--- config.mk ---
export PLATFORM = sky130hd
export DESIGN_NAME = faccel_p
export DESIGN_NICKNAME = d
export VERILOG_FILES = /design/src/rtl/faccel_pkg.sv /design/src/rtl/faccel_p_fact_engine.sv /design/src/rtl/faccel_p.sv
export SDC_FILE = /design/constraint.sdc
export NUM_CORES = 1
export LEC_CHECK = 0
export CAP_MARGIN = 20
export CORE_MARGIN = 2
export CORE_UTILIZATION = 46
export CTS_CLUSTER_DIAMETER = 50
export CTS_CLUSTER_SIZE = 24
export DETAILED_ROUTE_END_ITERATION = 6
export HOLD_SLACK_MARGIN = 0.08
export SYNTH_ARGS = -nofsm -noshare
export SYNTH_HDL_FRONTEND = slang
export SYNTH_HIERARCHICAL = 1
export SYNTH_SLANG_ARGS = --single-unit
--- constraint.sdc ---
create_clock -name Clk -period 6.8 [get_ports Clk]
set_input_delay 2.04 -clock Clk [delete_from_list [all_inputs] [get_ports Clk]]
set_output_delay 2.04 -clock Clk [all_outputs]
set_load 0.05 [all_outputs]
--- src/rtl/faccel_pkg.sv ---
// Shared constants for the factorial accelerator: register map, bit positions, engine states.
package faccel_pkg;

  localparam logic [1:0] A_N      = 2'd0;
  localparam logic [1:0] A_CTRL   = 2'd1;
  localparam logic [1:0] A_STATUS = 2'd2;
  localparam logic [1:0] A_RESULT = 2'd3;

  localparam int CTRL_GO   = 0;
  localparam int CTRL_IE   = 1;
  localparam int CTRL_BUSY = 0;

  localparam int ST_DONE = 0;
  localparam int ST_BUSY = 1;
  localparam int ST_ERR  = 2;

  typedef enum logic {
    IDLE = 1'b0,
    MUL  = 1'b1
  } eng_state_t;

endpackage

--- src/rtl/faccel_p_fact_engine.sv ---
// Iterative multiply engine: acc walks n*(n-1)*...*2, flags overflow of the OW-bit accumulator.
//  state | meaning
//  IDLE  | waiting for start; fin/ovf pulse here for one cycle after a run
//  MUL   | one multiply step per cycle until cnt<=1 or overflow
module fact_engine
  import faccel_pkg::*;
#(
  parameter int NW = 4,
  parameter int OW = 32
) (
  input  logic          Clk,
  input  logic          Rst,
  input  logic          start,
  input  logic [NW-1:0] n,
  output logic          busy,
  output logic          fin,
  output logic          ovf,
  output logic [OW-1:0] acc
);

  eng_state_t      state_q, state_d;
  logic [NW-1:0]   cnt_q, cnt_d;
  logic [OW-1:0]   acc_q, acc_d;
  logic            fin_q, fin_d;
  logic            ovf_q, ovf_d;
  logic [2*OW-1:0] p;
  logic            last;
  logic            hi_nz;

  assign p     = {{OW{1'b0}}, acc_q} * {{(2*OW-NW){1'b0}}, cnt_q};
  assign last  = (cnt_q <= NW'(1));
  assign hi_nz = |p[2*OW-1:OW];

  always_ff @(posedge Clk or negedge Rst) begin
    if (!Rst) begin
      state_q <= IDLE;
      cnt_q   <= '0;
      acc_q   <= '0;
      fin_q   <= 1'b0;
      ovf_q   <= 1'b0;
    end else begin
      state_q <= state_d;
      cnt_q   <= cnt_d;
      acc_q   <= acc_d;
      fin_q   <= fin_d;
      ovf_q   <= ovf_d;
    end
  end

  always_comb begin
    state_d = state_q;
    case (state_q)
      IDLE:    if (start) state_d = MUL;
      MUL:     if (last || hi_nz) state_d = IDLE;
      default: state_d = IDLE;
    endcase
  end

  always_comb begin
    cnt_d = cnt_q;
    acc_d = acc_q;
    fin_d = 1'b0;
    ovf_d = 1'b0;
    case (state_q)
      IDLE: begin
        if (start) begin
          cnt_d = n;
          acc_d = OW'(1);
        end
      end
      MUL: begin
        if (last) begin
          fin_d = 1'b1;
        end else if (hi_nz) begin
          fin_d = 1'b1;
          ovf_d = 1'b1;
        end else begin
          acc_d = p[OW-1:0];
          cnt_d = cnt_q - NW'(1);
        end
      end
      default: ;
    endcase
  end

  // fin_q keeps busy high until the top has captured the result
  assign busy = (state_q == MUL) | fin_q;
  assign fin  = fin_q;
  assign ovf  = ovf_q;
  assign acc  = acc_q;

endmodule

--- src/rtl/faccel_p.sv ---
// Memory-mapped factorial accelerator: N/CTRL/STATUS/RESULT registers around fact_engine.
// Define FACCEL_IRQ_EN to add the registered irq output (ie & done).
module faccel_p
  import faccel_pkg::*;
#(
  parameter int NW = 4,
  parameter int OW = 32
) (
  input  logic          Clk,
  input  logic          Rst,
  input  logic          we,
  input  logic [1:0]    a,
  input  logic [NW-1:0] d,
`ifdef FACCEL_IRQ_EN
  output logic          irq,
`endif
  output logic [OW-1:0] out
);

  logic [NW-1:0] n_q, n_d;
  logic          ie_q, ie_d;
  logic          done_q, done_d;
  logic          err_q, err_d;
  logic [OW-1:0] res_q, res_d;
  logic          busy, fin, ovf;
  logic [OW-1:0] acc;
  logic          wr_ctrl, start, clr;

  assign wr_ctrl = we && (a == A_CTRL);
  assign start   = wr_ctrl && d[CTRL_GO] && !busy;
  assign clr     = we && (a == A_STATUS) && d[ST_DONE];

  fact_engine #(.NW(NW), .OW(OW)) u_engine (
    .Clk   (Clk),
    .Rst   (Rst),
    .start (start),
    .n     (n_q),
    .busy  (busy),
    .fin   (fin),
    .ovf   (ovf),
    .acc   (acc)
  );

  always_ff @(posedge Clk or negedge Rst) begin
    if (!Rst) begin
      n_q    <= '0;
      ie_q   <= 1'b0;
      done_q <= 1'b0;
      err_q  <= 1'b0;
      res_q  <= '0;
    end else begin
      n_q    <= n_d;
      ie_q   <= ie_d;
      done_q <= done_d;
      err_q  <= err_d;
      res_q  <= res_d;
    end
  end

  // completion takes priority over a same-cycle STATUS clear
  always_comb begin
    n_d    = (we && (a == A_N)) ? d : n_q;
    ie_d   = wr_ctrl ? d[CTRL_IE] : ie_q;
    done_d = done_q;
    err_d  = err_q;
    res_d  = res_q;
    if (start) begin
      done_d = 1'b0;
      err_d  = 1'b0;
    end else if (fin) begin
      done_d = 1'b1;
      err_d  = ovf;
      res_d  = ovf ? '0 : acc;
    end else if (clr) begin
      done_d = 1'b0;
      err_d  = 1'b0;
    end
  end

`ifdef FACCEL_IRQ_EN
  logic irq_q;
  always_ff @(posedge Clk or negedge Rst) begin
    if (!Rst) irq_q <= 1'b0;
    else      irq_q <= ie_d & done_d;
  end
  assign irq = irq_q;
`endif

  always_comb begin
    out = '0;
    case (a)
      A_N:      out = {{(OW-NW){1'b0}}, n_q};
      A_CTRL: begin
        out[CTRL_BUSY] = busy;
        out[CTRL_IE]   = ie_q;
      end
      A_STATUS: begin
        out[ST_DONE] = done_q;
        out[ST_BUSY] = busy;
        out[ST_ERR]  = err_q;
      end
      default:  out = res_q;
    endcase
  end

endmodule

Yosys cells after proc, flatten, opt, wreduce, memory -nomap -nowiden. Index checks and enable logic that the tools add are counted.

Add/sub/neg operators: 1. Multiply operators: 1. Magnitude comparators: 1. Equality and inequality tests: 5. Muxes and demuxes: 25. Bitwise operators: 3. Reduce and logical (&&, ||, !) cells: 14.

Operators with widths (count): 32-bit two-way mux (4); 32-bit one-hot mux with 2 select lines (1); 29-bit one-hot mux with 2 select lines (1); 32-bit by 4-bit multiplier with 36-bit output (1); 1-bit two-way mux (12); 4-bit two-way mux (3); 4-bit one-hot mux with 2 select lines (1); 1-bit logical AND (6); 2-bit inequality test (second input constant) (3); 2-bit one-hot mux with 3 select lines (1); 4-bit by 1-bit less-or-equal comparator with 1-bit output (second input constant) (1); 4-bit OR reduction (1); 4-bit by 1-bit subtractor with 4-bit output (second input constant) (1); 1-bit one-hot mux with 3 select lines (1); 3-bit AND reduction (1); 3-bit nonzero test (1); 2-bit by 1-bit equality test with 1-bit output (second input constant) (1); 2-bit equality test (second input constant) (1); 2-bit zero test (1); 1-bit NOT (2); 1-bit one-hot mux with 2 select lines (1); 2-bit AND reduction (1); 2-bit OR reduction (1); 1-bit zero test (1); 2 further kinds (2).

Register bits after elaboration: 78. Bits of input ports: 9. Output and inout bits: 32. Logic and storage cells: 60.

Longest topological paths before layout. Gate-level depths: netlist (run 1).

Word-level depth: 6. Gate-level depth with buffers: 19. Mapped depth without buffers: 15.

Cells and area by module. Netlist (run 1), hierarchy kept.

Modules (own cells, without submodules): fact_engine (times used 1, cells each 767, area each 6083.3 µm², seq. area each 975.9 µm²); faccel_p (times used 1, cells each 176, area each 2089.5 µm², seq. area each 975.9 µm²).

Least setup slack after synthesis (run 1). OpenSTA, ideal clock, no wires.

Kind: input port to output port. Start: in a[0]. End: out out[2]. Arrival: 2.924 ns. Required time: 4.760 ns. Path slack: 1.836 ns. Stages: 4. Cells stage by stage: buf_4 clkbuf_1 nor2_1 a22o_1.

Cells in the longest elaborated chain, start to end: 2. Elaborated cells on any way between the ends: 4. Classes of those cells: 2 x eq/ne; 1 x mux; 1 x reduce/logical.

Ends and longest elaborated chain: start: declaration (line faccel_p.sv:12) `input logic [1:0] a,`; 2-bit equality test, or another cell as far along (line faccel_p.sv:91) `case (a)`; 1-bit one-hot mux with 3 select lines (*) (line faccel_p.sv:91); end: declaration (line faccel_p.sv:17) `output logic [OW-1:0] out`.

Mark *: on every way between the ends. The rest lies on a longest branch, timed or not.

Worst setup path in the final report (run 1). Ends and elaborated chain as after synthesis.

==> results of run 1 <==
## final cells by class
class | count | area share
Multi-Input combinational cell | 686 | 0.610
Sequential cell | 78 | 0.217
Inverter | 119 | 0.0497
Timing Repair Buffer | 54 | 0.0596
Tap cell | 225 | 0.0313
Clock buffer | 10 | 0.0266
Clock inverter | 6 | 0.00584
## cell usage in the layout (no fill, tap or decap), types with 12 or more instances in the layout
master and instances:
sky130_fd_sc_hd__a21oi_1 34, sky130_fd_sc_hd__clkdlybuf4s50_1 39, sky130_fd_sc_hd__ha_1 42, sky130_fd_sc_hd__fa_1 60, sky130_fd_sc_hd__xnor2_1 15, sky130_fd_sc_hd__inv_1 119, sky130_fd_sc_hd__o21ai_0 21, sky130_fd_sc_hd__a21o_1 12
sky130_fd_sc_hd__nand2_1 107, sky130_fd_sc_hd__nand3b_1 34, sky130_fd_sc_hd__nor2_1 24, sky130_fd_sc_hd__o2bb2ai_1 23, sky130_fd_sc_hd__xor2_1 13, sky130_fd_sc_hd__nand3_1 30, sky130_fd_sc_hd__and2_1 96, sky130_fd_sc_hd__buf_4 13
sky130_fd_sc_hd__dfrtp_1 78, sky130_fd_sc_hd__o21ai_1 27, sky130_fd_sc_hd__and3_1 33
## path summary, 6_finish.rpt
path | end | slack (ns) | cells after the start
setup / recovery | out[2] | 0.67 | 5
hold / removal | res_q[29]$_DFFE_PN0P_ | 0.48 | 1
max in group asynchronous | res_q[19]$_DFFE_PN0P_ | 4.62 | 2
setup reg to reg | u_engine/cnt_q[1]$_DFFE_PN0P_ | 1.46 | 15
min in group asynchronous | res_q[10]$_DFFE_PN0P_ | 1.56 | 1
hold reg to reg | res_q[29]$_DFFE_PN0P_ | 0.48 | 1
## kinds of logic after synthesis
| family | synth area share |
|---|---|
| fa+ha+maj | 0.211 |
| mux | 0.0175 |
| compound gates | 0.167 |
| simple gates | 0.245 |
| xor+xnor | 0.0300 |
| buf+inv | 0.0902 |
| flops | 0.239 |
## power breakdown
group          leakage [nW]  switching (mW)  internal [mW]
Sequential             1.03           0.250          0.616
Clock                 0.138           0.217          0.263
Combinational          3.07           0.872          0.566
## flip-flops by register name (all words and copies together), names as in the netlist
name / cells
ie_q: 1
err_q: 1
u_engine/state_q: 1
res_q: 32
u_engine/fin: 1
n_q: 4
done_q: 1
u_engine/ovf: 1
u_engine/acc: 32
u_engine/cnt_q: 4
## layer usage
layer | part of all wire | vias to the layer above
met3 | 0.026 | 22
li1 | - | 3174
met5 | 0 | -
met1 | 0.46 | 3304
met2 | 0.50 | 89
met4 | 0.014 | 0
## through the flow
stage | instances | utilization | cell area, um^2
floorplan | 943 | - | 8170
global placement | 1161 | 0.500 | 8670
detailed placement | 1161 | 0.500 | 8670
CTS | 1177 | 0.516 | 8960
global route | 1178 | 0.518 | 8990
finish | 1178 | 0.518 | 8990
## Yosys cell counts, types with 4 or more instances
| cell | count | share of area |
|---|---|---|
| sky130_fd_sc_hd__o21ai_1 | 27 | 0.017 |
| sky130_fd_sc_hd__xor2_1 | 13 | 0.014 |
| sky130_fd_sc_hd__a221oi_1 | 4 | 0.0043 |
| sky130_fd_sc_hd__o21ai_0 | 21 | 0.013 |
| sky130_fd_sc_hd__nand2_1 | 107 | 0.049 |
| sky130_fd_sc_hd__nand2b_1 | 4 | 0.0031 |
| sky130_fd_sc_hd__and3_1 | 33 | 0.025 |
| sky130_fd_sc_hd__o2bb2ai_2 | 9 | 0.017 |
| sky130_fd_sc_hd__nand3b_1 | 34 | 0.031 |
| sky130_fd_sc_hd__a211oi_1 | 4 | 0.0037 |
| sky130_fd_sc_hd__a21oi_1 | 34 | 0.021 |
| sky130_fd_sc_hd__inv_1 | 119 | 0.055 |
| sky130_fd_sc_hd__nand4_1 | 6 | 0.0046 |
| sky130_fd_sc_hd__o21bai_1 | 4 | 0.0037 |
| sky130_fd_sc_hd__buf_6 | 6 | 0.0083 |
| sky130_fd_sc_hd__fa_1 | 60 | 0.15 |
| sky130_fd_sc_hd__o21a_1 | 4 | 0.0037 |
| sky130_fd_sc_hd__nand3_1 | 30 | 0.018 |
| sky130_fd_sc_hd__and2_1 | 96 | 0.073 |
| sky130_fd_sc_hd__clkbuf_1 | 40 | 0.018 |
| sky130_fd_sc_hd__xnor2_1 | 15 | 0.016 |
| sky130_fd_sc_hd__mux2_2 | 6 | 0.0083 |
| sky130_fd_sc_hd__buf_2 | 10 | 0.0061 |
| sky130_fd_sc_hd__nor2_1 | 24 | 0.011 |
| sky130_fd_sc_hd__o2bb2ai_1 | 23 | 0.025 |
| sky130_fd_sc_hd__ha_1 | 42 | 0.064 |
| sky130_fd_sc_hd__a21o_1 | 12 | 0.011 |
| sky130_fd_sc_hd__a31oi_1 | 7 | 0.0054 |
| sky130_fd_sc_hd__dfrtp_1 | 78 | 0.24 |
| sky130_fd_sc_hd__nor3_1 | 5 | 0.0031 |
==> results.cfg, run 1 <==
[outcome]
status = complete, no violations

[drt]
wirelength_per_cell_um = 17.4
totalWireLength_mm = 20.5
route.detailed.vias_per_inst = 5.59
detailroute.via_count = 6589
violation_count_after_the_first_detailed_route_iteration = 300
remaining_drc_errors = 0
drt-pass1-iter-count = 5
drtAntennaViolNets = 0

[timing]
timing.fmax_mhz = 163
maxSlewHeadroom = 0.297
holdWs_ns = 0.484
period_minus_slack_ns = 6.13
fin_hold_viols = 0
timing.setup.tns_ns = 0
layout_worst_path_cycle_share = 0.901
post-route-worst-setup-slack_ns = 0.670
worst-slew-pin-transition_ns = 1.05
timing.final.setup_violations = 0
finalMaxSlewViolations = 0
finClkSkew_ns = 0.00567
grt_setup_unrepaired = false

[place]
routability_congestion = 0.854
input_output_buffers = 40
place_worst_setup_slack_ns = 0.665
post-dp-hpwl_mm = 15.3

[finish]
insertedDiodeCount = 0
multi_input_area_um2 = 5480
areaGrowthSynthToFinish_pct = 10.0
fin_nets = 1059
seqCellArea_um2 = 1950
final_layout_size_suffix_gt1_frac = 0.0714
fillerInstances = 1683

[clocking]
cts_repair_resize_count = 0
postCtsHoldBufs = 0
clock_tree.htree_level_count = 3
worst_skew_pair.late_latency_ns = 0.34
cts.sinks = 78
post-cts-setup-buffers = 0
cts_tree = done
clk_pin_slew_worst_paths_ns = 0.06
tritoncts.num_buffers = 9
clock_tree_buffer_depth = 2
clockRootBuffer = sky130_fd_sc_hd__clkbuf_16

[global_route]
grt_first_pass_wirelength_mm = 33.7
grt_util_met3 = 0.0342
first_global_vias = 6508
overflow = 0
pin_count_of_the_biggest_net_entering_global_routing = 79
grt_antenna_before_repair = 0
met1_usage = 0.298
grt.busiest_layer = met2
grt.total_usage = 0.226
met2_usage = 0.396

[run]
maxCapViolCount = 0

[worst_setup_path]
cp_cell_sequence = clkdlybuf4s50_1 > buf_4 > mux2_2 > a22o_1 > clkdlybuf4s50_1
reg_to_reg_startpoint = u_engine/cnt_q[2]$_DFFE_PN0P_
timing_worst_setup_path_type = in -> out
critPathCaptureType = output pin
crit_path_start = a[0]
critPathSlowestCell = sky130_fd_sc_hd__clkdlybuf4s50_1
worstPathRequired_ns = 4.76
critical_path.max_fanout = 18
critical_path_arrival_ns = 4.09
cell_family_with_the_largest_share_of_critical_path_delay = buffers and inverters
setup.worst_path.start_class = input pin
slowest_delay_ns = 0.70
cp.buffers_inverters = 3
crit_path_frequent_cell = sky130_fd_sc_hd__clkdlybuf4s50_1

[floorplan]
design.core.area_um2 = 17400
core.rowCount = 48
vertical_extent_of_the_die_um = 137
die-area_um2 = 18800
die_width_um = 137
io_pins = 41
initial_core_utilization = 0.471

[yosys]
async_reset_ff_frac = 1.00
synth.avg_cell_area_um2 = 8.67
syn_area_um2 = 8170
yosys.cell_types.count = 79
yosys_register_bits = 78
synth_seq_area_share = 0.239
synthCells = 943
yosysWarnings = 6
synth_top_flop_cell = sky130_fd_sc_hd__dfrtp_1
syn_nets = 1054
number_of_synthesized_flops_with_an_enable_pin = 0

[pwr]
total_leakage_power_nw = 4.24
power.density_nw_per_um2 = 310
worst_ir_drop_vdd_uv = 178
design_power_total_mw = 2.78

[min_path]
worstHoldPathType = reg -> reg
worst_hold_startpoint = res_q[29]$_DFFE_PN0P_
Note: power is estimated with default switching activity, not from simulation.
==> run 2: changes to the inputs <==
CORE_MARGIN = 1.5   (was 2)
==> results.cfg, run 2 (synthesis gave the netlist of run 1 again) <==
[outcome]
status = complete, no violations

[worst_setup_path]
crit_path_start = a[0]
reg2reg_to = u_engine/cnt_q[3]$_DFFE_PN0P_
reg2reg_depth = 14
critPathCaptureType = output pin
timing_worst_setup_path_type = in -> out
crit_path_end = out[7]
critical_path.max_fanout = 19
worstPathRequired_ns = 4.76
reg_to_reg_startpoint = u_engine/cnt_q[3]$_DFFE_PN0P_
regToRegSetupSlack_ns = 1.25
setup.worst_path.start_class = input pin
critical_path_arrival_ns = 4.27

[clocking]
post-cts-setup-buffers = 0
cts_tree = done
tritoncts.num_buffers = 9
worst_skew_pair.late_latency_ns = 0.34
cts_repair_resize_count = 0
cts.sinks = 78
postCtsHoldBufs = 0
clockRootBuffer = sky130_fd_sc_hd__clkbuf_16
clock_tree_buffer_depth = 2
clk_pin_slew_worst_paths_ns = 0.06
clock_tree.htree_level_count = 3

[drt]
drtAntennaViolNets = 0
violation_count_after_the_first_detailed_route_iteration = 339
wirelength_per_cell_um = 17.3
drt-pass1-iter-count = 4
route.detailed.vias_per_inst = 5.55
totalWireLength_mm = 20.4
remaining_drc_errors = 0
detailroute.via_count = 6530

[pwr]
total_leakage_power_nw = 4.26
power.density_nw_per_um2 = 314
worst_ir_drop_vdd_uv = 219

[timing]
worst-slew-pin-transition_ns = 1.06
fin_hold_viols = 0
period_minus_slack_ns = 6.31
finClkSkew_ns = 0.00681
layout_worst_path_cycle_share = 0.927
maxSlewHeadroom = 0.289
holdWs_ns = 0.485
timing.fmax_mhz = 159
finalMaxSlewViolations = 0
timing.setup.tns_ns = 0
grt_setup_unrepaired = false
timing.final.setup_violations = 0

[finish]
insertedDiodeCount = 0
finish.instance_area_um2 = 9010
fin_nets = 1058
areaGrowthSynthToFinish_pct = 10.3
finalCoreUtilization = 0.519
layout_common_cells = 119 x sky130_fd_sc_hd__inv_1, 107 x sky130_fd_sc_hd__nand2_1, 96 x sky130_fd_sc_hd__and2_1
layout.cells.most_common = sky130_fd_sc_hd__inv_1
final_layout_size_suffix_gt1_frac = 0.0693

[place]
post-dp-hpwl_mm = 15.1
input_output_buffers = 40
detailed_place.area_um2 = 8660
routability_congestion = 0.860

[global_route]
pin_count_of_the_biggest_net_entering_global_routing = 79
grt.total_usage = 0.231
grt_antenna_before_repair = 0
first_global_vias = 6500
grt_first_pass_wirelength_mm = 34.2
overflow = 0

[run]
maxCapViolCount = 0

[floorplan]
die-area_um2 = 18600
design.core.area_um2 = 17400
vertical_extent_of_the_die_um = 136
core.rowCount = 48
io_pins = 41
initial_core_utilization = 0.471
die_width_um = 136

[min_path]
worstHoldPathType = reg -> reg
==> run 2: worst min-delay path by stage <==
stage	from	end	slack, ns	cells past startpoint
3_5_place_dp	res_q[28]$_DFFE_PN0P_	res_q[28]$_DFFE_PN0P_	0.47	1
4_1_cts	res_q[28]$_DFFE_PN0P_	res_q[28]$_DFFE_PN0P_	0.49	1
5_1_grt	res_q[13]$_DFFE_PN0P_	res_q[13]$_DFFE_PN0P_	0.51	1
6_report	res_q[28]$_DFFE_PN0P_	res_q[28]$_DFFE_PN0P_	0.48	1
3_3_place_gp	res_q[28]$_DFFE_PN0P_	res_q[28]$_DFFE_PN0P_	0.47	1
2_1_floorplan	res_q[13]$_DFFE_PN0P_	res_q[13]$_DFFE_PN0P_	0.45	1
==> run 2: layout make-up <==
type                       count  area (um^2)
multi-input combinational    686         5480
clock inverter                 6         93.8
sequential                    78         1950
tap                          225          282
fill                        1708         8340
inverter                     119          447
timing repair buffer          53          528
clock buffer                  10          229
==> run 2: critical path, cell delays in order <==
cell                              delay [ns]
sky130_fd_sc_hd__clkdlybuf4s50_1        0.90
sky130_fd_sc_hd__buf_4                  0.33
sky130_fd_sc_hd__and3_1                 0.17
sky130_fd_sc_hd__clkdlybuf4s50_1        0.81
==> run 2: through the flow <==
step	std cells	setup WS, ns	total power [mW]
6_report	1177	0.493	2.83
5_1_grt	1177	0.405	3.07
4_1_cts	1176	0.516	2.86
3_5_place_dp	1160	0.526	2.32
3_3_place_gp	1160	0.556	2.31
2_1_floorplan	943	1.84	1.90
==> run 2: routing by layer <==
| metal | global-route usage | part of all wire |
|---|---|---|
| met1 | 0.307 | 0.46 |
| met2 | 0.416 | 0.51 |
| met3 | 0.0291 | 0.018 |
| met4 | 0.0219 | 0.0043 |
| met5 | 0 | 0 |
==> run 2: power breakdown <==
group	leakage, nW	switching (mW)	total [mW]	internal (mW)
Sequential	1.03	0.237	0.853	0.616
Combinational	3.07	0.885	1.45	0.568
Clock	0.153	0.203	0.527	0.324
==> run 3: changes to the inputs <==
DONT_BUFFER_PORTS = 1   (was default)
==> results.cfg, run 3 (synthesis gave the netlist of run 1 again) <==
[pwr]
total_leakage_power_nw = 4.09
clock_power_share = 0.188
combinationalPowerShare = 0.508
power.internal_mw = 1.48
power.density_nw_per_um2 = 325
netSwitchingFraction = 0.470
worst_ir_drop_vdd_uv = 158
p_sw_mw = 1.31
proportion_of_power_drawn_by_flip_flops_and_latches = 0.305

[global_route]
grt.total_usage = 0.236
pin_count_of_the_biggest_net_entering_global_routing = 79
overflow = 0
grt_first_pass_wirelength_mm = 34.3
first_global_vias = 6447
grt_antenna_before_repair = 0

[worst_setup_path]
cp_cell_sequence = nand2_1 > fa_1 > inv_1 > fa_1 > fa_1 > a211oi_1 > o21a_2 > a2111oi_1 > or4b_1 > a311oi_2 > o21bai_1 > nor4_1 > nor4b_2 > nor3_1
critical_path_arrival_ns = 5.79
setup.worst_path.start_class = flop
slowest_delay_ns = 1.01
critical_path.max_fanout = 35
worstPathRequired_ns = 7.02
timing_worst_setup_path_type = reg -> reg
reg2reg_depth = 14
regToRegSetupSlack_ns = 1.23
reg_to_reg_startpoint = u_engine/cnt_q[3]$_DFFE_PN0P_
critPathCaptureType = flop
critPathSlowestCell = sky130_fd_sc_hd__dfrtp_1
crit_path_start = u_engine/cnt_q[3]$_DFFE_PN0P_
crit_path_frequent_cell = sky130_fd_sc_hd__fa_1
reg2reg_to = u_engine/cnt_q[3]$_DFFE_PN0P_

[min_path]
hold-path-cell-count = 1
worst_hold_startpoint = res_q[29]$_DFFE_PN0P_
worstHoldEndpoint = res_q[29]$_DFFE_PN0P_
worstHoldPathType = reg -> reg

[finish]
insertedDiodeCount = 0
layout.cells.most_common = sky130_fd_sc_hd__inv_1
final_layout_size_suffix_gt1_frac = 0.0661
fin_nets = 1014
areaGrowthSynthToFinish_pct = 4.99
layout_common_cells = 119 x sky130_fd_sc_hd__inv_1, 107 x sky130_fd_sc_hd__nand2_1, 96 x sky130_fd_sc_hd__and2_1

[drt]
drtAntennaViolNets = 0
detailroute.via_count = 6420
totalWireLength_mm = 20.7
violation_count_after_the_first_detailed_route_iteration = 355
drt-pass1-iter-count = 5
wirelength_per_cell_um = 18.3
remaining_drc_errors = 0
route.detailed.vias_per_inst = 5.67

[timing]
holdWs_ns = 0.485
finClkSkew_ns = 0.00647
timing.setup.tns_ns = 0
finalMaxSlewViolations = 0
timing.final.setup_violations = 0
worst-slew-pin-transition_ns = 1.08
timing.fmax_mhz = 179
maxSlewHeadroom = 0.281
period_minus_slack_ns = 5.57
layout_worst_path_cycle_share = 0.819
post-route-worst-setup-slack_ns = 1.23
grt_setup_unrepaired = false
fin_hold_viols = 0

[place]
place_worst_setup_slack_ns = 1.22
post-dp-hpwl_mm = 15.2
input_output_buffers = 0
routability_congestion = 0.850

[clocking]
post-cts-setup-buffers = 0
cts_tree = done
clockRootBuffer = sky130_fd_sc_hd__clkbuf_16
cts_repair_resize_count = 0
clock_tree.htree_level_count = 3
postCtsHoldBufs = 0
tritoncts.num_buffers = 9
clock_tree_buffer_depth = 2
clk_pin_slew_worst_paths_ns = 0.06
cts.sinks = 78
worst_skew_pair.late_latency_ns = 0.35

[floorplan]
initial_core_utilization = 0.471
die_width_um = 136
design.core.area_um2 = 17400
die-area_um2 = 18600
core.rowCount = 48
vertical_extent_of_the_die_um = 136
io_pins = 41

[run]
maxCapViolCount = 0

[outcome]
status = complete, no violations
-- run 3: power by group through the flow --
stage / Sequential (mW) / Combinational (mW) / Clock [mW]
finish: 0.850 / 1.42 / 0.524
global route: 0.881 / 1.59 / 0.556
CTS: 0.874 / 1.38 / 0.533
detailed placement: 0.879 / 1.38 / 0
global placement: 0.880 / 1.36 / 0
floorplan: 0.719 / 1.18 / 0
-- run 3: area by class of cell --
class	instances	area [um^2]
fill	1677	8780
timing repair buffer	9	100
multi-input combinational	686	5480
sequential	78	1950
tap	225	282
clock inverter	5	83.8
inverter	119	447
clock buffer	11	233
-- run 3: metal layers --
metal | vias to the layer above | share of wire | global-route usage
met2 | 107 | 0.50 | 0.392
met4 | 0 | 0.024 | 0.0674
met5 | - | 0 | 0
met3 | 35 | 0.027 | 0.0358
li1 | 3081 | - | -
met1 | 3197 | 0.45 | 0.318
-- run 3: worst max-delay path, delay by kind of cell (launching register included) --
kind / cells / cell delay [ns]
compound gates: 5 / 1.10
fa+ha+maj: 3 / 1.59
buf+inv: 1 / 0.05
flops: 1 / 1.01
simple gates: 5 / 1.69
-- run 3: how the worst max path moves through the flow --
stage / depth (start not counted) / slack [ns] / to
2_1_floorplan: 4 / 1.84 / out[2]
3_3_place_gp: 15 / 1.35 / u_engine/cnt_q[1]$_DFFE_PN0P_
3_5_place_dp: 14 / 1.22 / u_engine/cnt_q[3]$_DFFE_PN0P_
4_1_cts: 14 / 1.19 / u_engine/cnt_q[3]$_DFFE_PN0P_
5_1_grt: 14 / 0.69 / u_engine/cnt_q[3]$_DFFE_PN0P_
6_report: 14 / 1.23 / u_engine/cnt_q[3]$_DFFE_PN0P_
-- run 3: through the flow --
step                      area (um^2)  power (mW)  std cells   util
after floorplan                  8170        1.90        943      -
after global placement           8240        2.24       1116  0.475
after detailed placement         8240        2.25       1116  0.475
after CTS                        8550        2.79       1132  0.493
after global routing             8580        3.03       1133  0.494
final                            8580        2.79       1133  0.494
